`src/rtl/mac_sched_pkg.sv`:
```
// Shared types, default sizes and a wrap-around index helper for mac_scheduler.
// Latency: n/a (declarations only).
// Backpressure: n/a.
package mac_sched_pkg;

    localparam int MAC_NREQ = 4;
    localparam int MAC_DW   = 8;
    localparam int MAC_AW   = 20;

    typedef enum logic {
        IDLE  = 1'b0,
        BURST = 1'b1
    } sched_state_t;

    typedef logic [MAC_DW-1:0] sample_t;
    typedef logic [MAC_AW-1:0] acc_t;

    // (base + ofs) mod n, for base < n and ofs < n; avoids a divider
    function automatic int rr_wrap(input int base, input int ofs, input int n);
        int s;
        s = base + ofs;
        return (s >= n) ? s - n : s;
    endfunction

endpackage

```
`src/rtl/mac_scheduler_rr_arbiter.sv`:
```
// Round-robin picker: first asserted req_valid at or after rr_ptr, wrapping.
// Latency: combinational, zero cycles.
// Backpressure: none; grant is simply zero when nothing is valid.
// Ports: req_valid/rr_ptr in; gnt (one-hot or zero), gnt_id (encoded), gnt_any out.
module rr_arbiter
    import mac_sched_pkg::*;
#(
    parameter int NREQ = MAC_NREQ,
    parameter int IW   = $clog2(NREQ)
) (
    input  logic [NREQ-1:0] req_valid,
    input  logic [IW-1:0]   rr_ptr,
    output logic [NREQ-1:0] gnt,
    output logic [IW-1:0]   gnt_id,
    output logic            gnt_any
);

    logic [IW-1:0] idx;

    // Scan from the farthest offset down so the nearest valid requester wins.
    always_comb begin
        gnt_id  = '0;
        gnt_any = 1'b0;
        idx     = '0;
        for (int k = NREQ - 1; k >= 0; k--) begin
            idx = IW'(rr_wrap(int'(rr_ptr), k, NREQ));
            if (req_valid[idx]) begin
                gnt_id  = idx;
                gnt_any = 1'b1;
            end
        end
    end

    always_comb begin
        gnt = '0;
        if (gnt_any) gnt[gnt_id] = 1'b1;
    end

endmodule

```
`src/rtl/mac_scheduler.sv`:
```
// Round-robin burst scheduler feeding one shared square-and-accumulate datapath.
// Latency: last-sample handshake at edge E -> out_valid pulse after edge E+1.
// Backpressure: req_ready holds off non-owners; out_* has none (one-cycle pulse).
// Ports: clk, reset (async active-low); req_valid/req_data/req_last in, req_ready out;
//        out_valid/out_id/out_f/overflow out.
// Option: MAC_SCHED_OVERFLOW_EN adds a sticky per-burst carry flag on overflow.
module mac_scheduler
    import mac_sched_pkg::*;
#(
    parameter int NREQ = MAC_NREQ,
    parameter int DW   = MAC_DW,
    parameter int AW   = MAC_AW
) (
    input  logic                    clk,
    input  logic                    reset,
    input  logic [NREQ-1:0]         req_valid,
    input  logic [NREQ*DW-1:0]      req_data,
    input  logic [NREQ-1:0]         req_last,
    output logic [NREQ-1:0]         req_ready,
    output logic                    out_valid,
    output logic [$clog2(NREQ)-1:0] out_id,
    output logic [AW-1:0]           out_f,
    output logic                    overflow
);

    localparam int IW = $clog2(NREQ);

    sched_state_t    state_q, state_d;
    logic [IW-1:0]   owner_q, owner_d;
    logic [IW-1:0]   rr_ptr_q, rr_ptr_d;

    logic [NREQ-1:0] arb_gnt;
    logic [IW-1:0]   arb_id;
    logic            arb_any;

    logic [NREQ-1:0] ready_int;
    logic            hs_any;
    logic            hs_last;
    logic [IW-1:0]   hs_id;
    logic [DW-1:0]   hs_data;

    logic            s1_vld_q, s1_vld_d;
    logic [DW-1:0]   s1_dat_q, s1_dat_d;
    logic [IW-1:0]   s1_id_q, s1_id_d;
    logic            s1_last_q, s1_last_d;

    logic [2*DW-1:0] sq;
    logic [AW-1:0]   sum_lo;
    logic [AW-1:0]   acc_q, acc_d;
    logic            out_valid_q, out_valid_d;
    logic [IW-1:0]   out_id_q, out_id_d;
    logic [AW-1:0]   out_f_q, out_f_d;

    rr_arbiter #(.NREQ(NREQ), .IW(IW)) u_arb (
        .req_valid (req_valid),
        .rr_ptr    (rr_ptr_q),
        .gnt       (arb_gnt),
        .gnt_id    (arb_id),
        .gnt_any   (arb_any)
    );

    // During a burst the owner alone is ready, even across its own valid gaps.
    always_comb begin
        ready_int = '0;
        if (state_q == BURST) ready_int[owner_q] = 1'b1;
        else                  ready_int = arb_gnt;
    end

    // Held at zero while reset is asserted so no handshake can be seen then.
    assign req_ready = reset ? ready_int : '0;
    assign hs_any    = |(req_valid & req_ready);
    assign hs_id     = (state_q == BURST) ? owner_q : arb_id;
    assign hs_last   = req_last[hs_id];
    assign hs_data   = req_data[int'(hs_id)*DW +: DW];

    always_comb begin
        state_d  = state_q;
        owner_d  = owner_q;
        rr_ptr_d = rr_ptr_q;
        if (hs_any) begin
            if (hs_last) begin
                state_d  = IDLE;
                rr_ptr_d = IW'(rr_wrap(int'(hs_id), 1, NREQ));
            end else begin
                state_d = BURST;
                owner_d = hs_id;
            end
        end
    end

    always_comb begin
        s1_vld_d  = hs_any;
        s1_dat_d  = hs_any ? hs_data : s1_dat_q;
        s1_id_d   = hs_any ? hs_id   : s1_id_q;
        s1_last_d = hs_any ? hs_last : s1_last_q;
    end

    assign sq = s1_dat_q * s1_dat_q;

    always_comb begin
        acc_d       = acc_q;
        out_valid_d = 1'b0;
        out_f_d     = out_f_q;
        out_id_d    = out_id_q;
        if (s1_vld_q) begin
            if (s1_last_q) begin
                out_f_d     = sum_lo;
                out_id_d    = s1_id_q;
                out_valid_d = 1'b1;
                acc_d       = '0;
            end else begin
                acc_d = sum_lo;
            end
        end
    end

    always_ff @(posedge clk or negedge reset) begin
        if (!reset) begin
            state_q     <= IDLE;
            owner_q     <= '0;
            rr_ptr_q    <= '0;
            s1_vld_q    <= 1'b0;
            s1_dat_q    <= '0;
            s1_id_q     <= '0;
            s1_last_q   <= 1'b0;
            acc_q       <= '0;
            out_valid_q <= 1'b0;
            out_id_q    <= '0;
            out_f_q     <= '0;
        end else begin
            state_q     <= state_d;
            owner_q     <= owner_d;
            rr_ptr_q    <= rr_ptr_d;
            s1_vld_q    <= s1_vld_d;
            s1_dat_q    <= s1_dat_d;
            s1_id_q     <= s1_id_d;
            s1_last_q   <= s1_last_d;
            acc_q       <= acc_d;
            out_valid_q <= out_valid_d;
            out_id_q    <= out_id_d;
            out_f_q     <= out_f_d;
        end
    end

    assign out_valid = out_valid_q;
    assign out_id    = out_id_q;
    assign out_f     = out_f_q;

`ifdef MAC_SCHED_OVERFLOW_EN
    logic carry;
    logic ovf_sticky_q, ovf_sticky_d;
    logic overflow_q, overflow_d;

    assign {carry, sum_lo} = {1'b0, acc_q} + (AW+1)'(sq);

    // Sticky across the burst; folded into the result and cleared with acc.
    always_comb begin
        ovf_sticky_d = ovf_sticky_q;
        overflow_d   = overflow_q;
        if (s1_vld_q) begin
            if (s1_last_q) begin
                overflow_d   = ovf_sticky_q | carry;
                ovf_sticky_d = 1'b0;
            end else begin
                ovf_sticky_d = ovf_sticky_q | carry;
            end
        end
    end

    always_ff @(posedge clk or negedge reset) begin
        if (!reset) begin
            ovf_sticky_q <= 1'b0;
            overflow_q   <= 1'b0;
        end else begin
            ovf_sticky_q <= ovf_sticky_d;
            overflow_q   <= overflow_d;
        end
    end

    assign overflow = overflow_q;
`else
    assign sum_lo   = acc_q + AW'(sq);
    assign overflow = 1'b0;
`endif

endmodule

```
`config.mk`:
```
export PLATFORM = sky130hd
export DESIGN_NAME = mac_scheduler
export DESIGN_NICKNAME = d
export VERILOG_FILES = /design/src/rtl/mac_sched_pkg.sv /design/src/rtl/mac_scheduler_rr_arbiter.sv /design/src/rtl/mac_scheduler.sv
export SDC_FILE = /design/constraint.sdc
export NUM_CORES = 1
export LEC_CHECK = 0
export CORE_MARGIN = 2
export CORE_UTILIZATION = 46
export CTS_BUF_LIST = sky130_fd_sc_hd__clkbuf_2
export DETAILED_ROUTE_END_ITERATION = 12
export DONT_BUFFER_PORTS = 1
export PLACE_DENSITY_LB_ADDON = 0.2
export SYNTH_ARGS = -nofsm -noshare
export SYNTH_HDL_FRONTEND = slang
export SYNTH_SLANG_ARGS = --single-unit
```
`constraint.sdc`:
```
create_clock -name clk -period 5.3 [get_ports clk]
set_input_delay 0.265 -clock clk [delete_from_list [all_inputs] [get_ports clk]]
set_output_delay 0.265 -clock clk [all_outputs]
set_load 0.005 [all_outputs]
```
==> results of run 1 <==
==> area by class of cell <==
type | instances | area share, %
tap | 143 | 3.183
inverter | 89 | 5.944
multi-input combinational | 407 | 61.22
clock buffer | 9 | 0.8014
sequential | 60 | 26.71
timing repair buffer | 4 | 0.9350
clock inverter | 7 | 1.202
==> final timing paths <==
check,start,end,slack [ps],depth (start not counted)
setup / recovery,s1_dat_q[6],acc_q[12],320,16
hold / removal,req_data[20],s1_dat_q[4],70,3
setup reg to reg,s1_dat_q[6],acc_q[12],320,16
hold reg to reg,s1_id_q[0],out_id[0],500,2
max in group asynchronous,reset,acc_q[8],4770,2
min in group asynchronous,reset,acc_q[19],230,2
==> cells by family (layout without fill, tap and decap cells) <==
group / count (synthesis) / in the layout / synth area share, %
AO/OA/AOI/OAI: 123 / 123 / 16.22
XOR/XNOR: 12 / 12 / 1.939
adder cells (fa/ha/maj): 79 / 79 / 23.36
buffers and inverters: 118 / 109 / 8.839
flip-flops: 60 / 60 / 27.69
multiplexers: 32 / 32 / 6.254
other: 1 / 1 / 0.06917
AND/OR/NAND/NOR: 160 / 160 / 15.62
==> state kept, by name, summed over array words and instances (netlist names) <==
name	count
acc_q	20
out_f	20
s1_dat_q	8
out_id	2
owner_q	2
rr_ptr_q	2
s1_id_q	2
out_valid	1
s1_last_q	1
s1_vld_q	1
state_q	1
==> synth_stat cells (all sizes together) (3+ instances only) <==
cell,instances,share of area (%)
a211o,3,0.48
a21boi,4,0.55
a21o,8,1.1
a21oi,14,1.4
a31o,3,0.48
a31oi,3,0.35
and2,28,3.2
and3,4,0.46
buf,13,1.6
clkbuf,16,1.1
dfrtp,60,28
fa,37,14
ha,42,9.7
inv,89,6.2
mux2,12,2.6
mux2i,20,3.7
nand2,62,4.3
nand2b,3,0.35
nand3,9,0.83
nand3b,9,1.3
nor2,8,0.55
nor2b,11,1.6
nor3,11,1.0
nor4,3,0.35
o211ai,3,0.42
o21a,10,1.4
o21ai,38,3.5
o22ai,4,0.46
o2bb2ai,3,0.48
o31ai,6,0.83
o32ai,4,0.65
or3,4,0.46
xnor2,6,0.97
xor2,6,0.97
==> worst reg2reg max path: cells and delay by family, from the launching register on <==
kind | cells | cell delay (ps)
adders and majority gates | 5 | 2340
AOI/OAI and AO/OA | 4 | 1150
and+or+nand+nor | 3 | 640
DFF | 1 | 560
buffers and inverters | 4 | 230
==> metrics by stage <==
step | hold slack (ps) | util [%] | worst slack [ps] | area [um^2]
final | 72.49 | 49.01 | 318.5 | 5620
after global routing | 67.78 | 49.01 | 49.52 | 5620
after CTS | 59.37 | 49.01 | 333.0 | 5620
after detailed placement | -28.78 | 47.70 | 352.2 | 5470
after global placement | -28.34 | 47.70 | 460.4 | 5470
after floorplan | -30.59 | - | 773.2 | 5421
==> layer usage <==
layer | part of all wire [%] | global-route usage, %
met5 | 0 | 0
met4 | 1.5 | 5.122
met3 | 3.6 | 3.996
met2 | 51 | 33.33
met1 | 44 | 25.42
==> impl_metrics.env, run 1 <==
export IMPL_tightest_slew_ps=884.2
export IMPL_multi_input_area_mm2=0.003441
export IMPL_root_buffer="clkbuf_2"
export IMPL_drt_wirelength_per_cell_um=16.28
export IMPL_critPathMaxStageDelay_ps=560
export IMPL_rsz0062_at_grt="false"
export IMPL_drc_errors=0
export IMPL_final_cell_mix="inv_1, nand2_1, dfrtp_1"
export IMPL_core_area_mm2=0.01147
export IMPL_syn_avg_cell_area_um2=9.267
export IMPL_io_buffers=0
export IMPL_cts_resized=0
export IMPL_grt_overflow_total=0
export IMPL_dp_hpwl_mm=8.854
export IMPL_via_count=4030
export IMPL_synth_seq_cells=60
export IMPL_layout_cells_non_filler=719
export IMPL_cts_setup_buffers=0
export IMPL_ctsHoldBuffers=2
export IMPL_synth_cell_types=67
export IMPL_fmax_ghz=0.2007
export IMPL_ys_flop_type="dfrtp_1"
export IMPL_worst_path_max_delay_cell="dfrtp_1"
export IMPL_hold_path_class="input pin to register"
export IMPL_start_util_pct=47.28
export IMPL_h_tree_depth=3
export IMPL_dr_pass1_iters=5
export IMPL_seqCellArea_mm2=0.001501
export IMPL_die_width_um=112.6
export IMPL_nFillCells=1079
export IMPL_synth_edf_count=0
export IMPL_hold_viol=0
export IMPL_synthCells=585
export IMPL_ant_nets=0
export IMPL_dp_cells=701
export IMPL_tns_ps=0
export IMPL_drv_slew=0
export IMPL_via_per_inst=5.605
export IMPL_cp_num_buf_inv=4
export IMPL_period_share_pct=93.99
export IMPL_cts_path_max_buffers=2
export IMPL_status="completed"
export IMPL_worst_setup_path_type="register to register"
export IMPL_endpoint_kind="register"
export IMPL_maxCapViolCount=0
export IMPL_fin_skew_ps=38.83
export IMPL_num_io_pins=70
export IMPL_die_area_mm2=0.01267
export IMPL_syn_area_mm2=0.005421
export IMPL_worst_setup_path_start_kind="register"
export IMPL_clk_pin_slew_ps=200
export IMPL_grt_pass1_vias=4053
export IMPL_diodes=0
export IMPL_relSlewSlack_pct=41.06
export IMPL_num_nets_final=692
export IMPL_min_period_ps=4981
export IMPL_cts_sinks=60
export IMPL_gp_congestion=0.8884
export IMPL_cts_made_buffers=9
export IMPL_crit_chain="and2_1 > inv_1 > fa_1 > fa_1 > inv_1 > fa_1 > inv_1 > fa_1 > inv_1 > ha_1 > and2_1 > a221oi_1 > a21oi_1 > o31ai_1 > nand3_1 > a32o_1"
export IMPL_grtUsageTotal_pct=19.53
export IMPL_drtIter0Drc=200
export IMPL_cp_required_ps=5720
export IMPL_die_y_um=112.6
export IMPL_cts_tree="done"
export IMPL_syn_to_final_growth_pct=3.669
export IMPL_crit_family="adder cells"
export IMPL_num_rows=39
export IMPL_setup_violations_final=0
export IMPL_syn_nets=706
export IMPL_synthArstFlopShare_pct=100.0
export IMPL_routed_wl_mm=11.71
export IMPL_clock_latency_ps=530
export IMPL_cp_max_fo=11
export IMPL_yosys_warnings=0
export IMPL_drive_gt1_share_pct=6.944
export IMPL_layout_commonest_cell="inv_1"
export IMPL_yosysSeqAreaShare_pct=27.69
export IMPL_antenna_found_initial=0
export IMPL_worstPathArrival_ps=5400
export IMPL_grt_max_degree=63
export IMPL_grt_pass1_wl_mm=19.87
Power of run 1 is not shown: default switching activity piles up to over one toggle a cycle in this logic, so the estimate is an artifact.
==> run 2: changes to the inputs <==
Settings changed: GPL_ROUTABILITY_DRIVEN set to 0, SYNTH_HIERARCHICAL set to 1.
==> impl_metrics.env, run 2 <==
export IMPL_placed_cell_area_mm2=0.005299
export IMPL_whs_path_depth=4
export IMPL_holdPathEnd="s1_dat_q[3]"
export IMPL_relSlewSlack_pct=27.18
export IMPL_tns_ps=0
export IMPL_core_area_mm2=0.01098
export IMPL_via_count=3722
export IMPL_die_area_mm2=0.01227
export IMPL_seqCellArea_mm2=0.001501
export IMPL_nFillCells=1024
export IMPL_hold_viol=0
export IMPL_syn_area_mm2=0.005244
export IMPL_final_area_mm2=0.005504
export IMPL_timing_rr_end="acc_q[16]"
export IMPL_die_width_um=110.8
export IMPL_fin_skew_ps=26.97
export IMPL_tightest_slew_ps=1071
export IMPL_drive_gt1_share_pct=9.220
export IMPL_hold_path_class="input pin to register"
export IMPL_syn_avg_cell_area_um2=9.281
export IMPL_place_ws_ps=577.0
export IMPL_worst_r2r_path_depth=16
export IMPL_status="completed"
export IMPL_setup_violations_final=0
export IMPL_crit_chain="inv_1 > nor2_1 > ha_1 > xnor2_1 > fa_1 > fa_1 > inv_1 > fa_1 > inv_1 > ha_1 > and2_1 > and3_4 > a221oi_4 > o311ai_2 > xnor2_1 > o22ai_1"
export IMPL_grt_pass1_wl_mm=17.93
export IMPL_final_cell_mix="inv_1, nand2_1, dfrtp_1"
export IMPL_hold_start="req_data[11]"
export IMPL_r2r_start="s1_dat_q[5]"
export IMPL_die_y_um=110.8
export IMPL_multi_input_area_mm2=0.003251
export IMPL_root_buffer="clkbuf_2"
export IMPL_period_share_pct=89.86
export IMPL_worst_setup_path_type="register to register"
export IMPL_synthCells=565
export IMPL_worst_r2r_setup_slack_ps=540
export IMPL_critPathMaxStageDelay_ps=570
export IMPL_routed_wl_mm=10.48
export IMPL_cts_resized=0
export IMPL_drc_errors=0
export IMPL_clk_pin_slew_ps=170
export IMPL_fmax_ghz=0.2100
export IMPL_worst_path_max_delay_cell="dfrtp_1"
export IMPL_start_util_pct=47.74
export IMPL_yosys_warnings=6
export IMPL_syn_nets=688
export IMPL_via_per_inst=5.287
export IMPL_drt_wirelength_per_cell_um=14.88
export IMPL_dp_cells=683
export IMPL_min_period_ps=4763
export IMPL_cp_max_fo=9
export IMPL_cts_tree="done"
export IMPL_grt_max_degree=61
export IMPL_maxCapViolCount=0
export IMPL_dr_pass1_iters=5
export IMPL_num_io_pins=70
export IMPL_drtIter0Drc=190
export IMPL_worstPathArrival_ps=5120
export IMPL_grt_overflow_total=0
export IMPL_cts_made_buffers=9
export IMPL_dp_hpwl_mm=8.286
export IMPL_layout_commonest_cell="inv_1"
export IMPL_worst_setup_path_start_kind="register"
export IMPL_diodes=0
export IMPL_grt_pass1_vias=3697
export IMPL_layout_cells_non_filler=704
export IMPL_cp_required_ps=5650
export IMPL_grtUsageTotal_pct=17.84
export IMPL_antenna_found_initial=0
export IMPL_io_buffers=0
export IMPL_endpoint_kind="register"
export IMPL_num_nets_final=682
export IMPL_num_rows=38
export IMPL_cts_sinks=60
export IMPL_rsz0062_at_grt="false"
export IMPL_drv_slew=0
export IMPL_clock_latency_ps=500
export IMPL_cts_path_max_buffers=2
export IMPL_ant_nets=0
export IMPL_timing_final_ws_setup_ps=537.4
export IMPL_h_tree_depth=3
export IMPL_syn_to_final_growth_pct=4.963
[run 2: cell types whose count changed in the layout (fill, tap and decap cells not counted), sizes merged, moves of 6 or more]
cell | before | now
xnor2 | 6 | 15
a21oi | 14 | 26
nor3 | 11 | 1
a31oi | 3 | 10
nand3b | 9 | 2
o22ai | 4 | 14
o21a | 10 | 4
mux2i | 20 | 5
[run 2: stage by stage]
step | hold WS (ps) | utilization [%]
6_report | 55.35 | 50.11
3_3_place_gp | -28.98 | 48.25
5_1_grt | 6.415 | 50.11
3_5_place_dp | -29.38 | 48.25
2_1_floorplan | -30.59 | -
4_1_cts | 12.39 | 50.02
[run 2: critical path, delay by kind of cell (launching register included)]
family,cells,cell delay [ps]
compound gates,3,610
simple gates,3,640
flops,1,570
xor+xnor,2,390
fa+ha+maj,5,2170
buf+inv,3,240
[run 2: layout make-up]
type	instances	area share [%]
Tap cell	140	3.183
Clock buffer	10	0.9093
Inverter	93	6.342
Sequential cell	60	27.28
Clock inverter	6	1.591
Timing Repair Buffer	8	1.637
Multi-Input combinational cell	387	59.06
[run 2: worst max-delay path by stage]
stage / startpoint / endpoint / slack, ps / depth (start not counted)
floorplan: s1_dat_q[5] / acc_q[16] / 870 / 17
global placement: s1_dat_q[6] / acc_q[12] / 700 / 16
detailed placement: s1_dat_q[5] / acc_q[16] / 580 / 16
CTS: s1_dat_q[5] / acc_q[16] / 530 / 16
global route: s1_dat_q[5] / acc_q[16] / 240 / 16
finish: s1_dat_q[5] / acc_q[16] / 540 / 16
[run 2: what timing repair did]
item,CTS,global route
hold endpoints to repair,61,1
buffers inserted,0,0
hold buffers,4,1
[run 2: per-layer routing]
metal  vias to the layer above  global-route usage (%)  part of all wire, %
met5                         -                       0                    0
met3                         6                   4.647                  4.5
met1                      1776                   25.12                   50
met4                         0                   3.167                 0.71
met2                        90                   28.14                   45
li1                       1850                       -                    -
Power of run 2 is left out for the same reason.
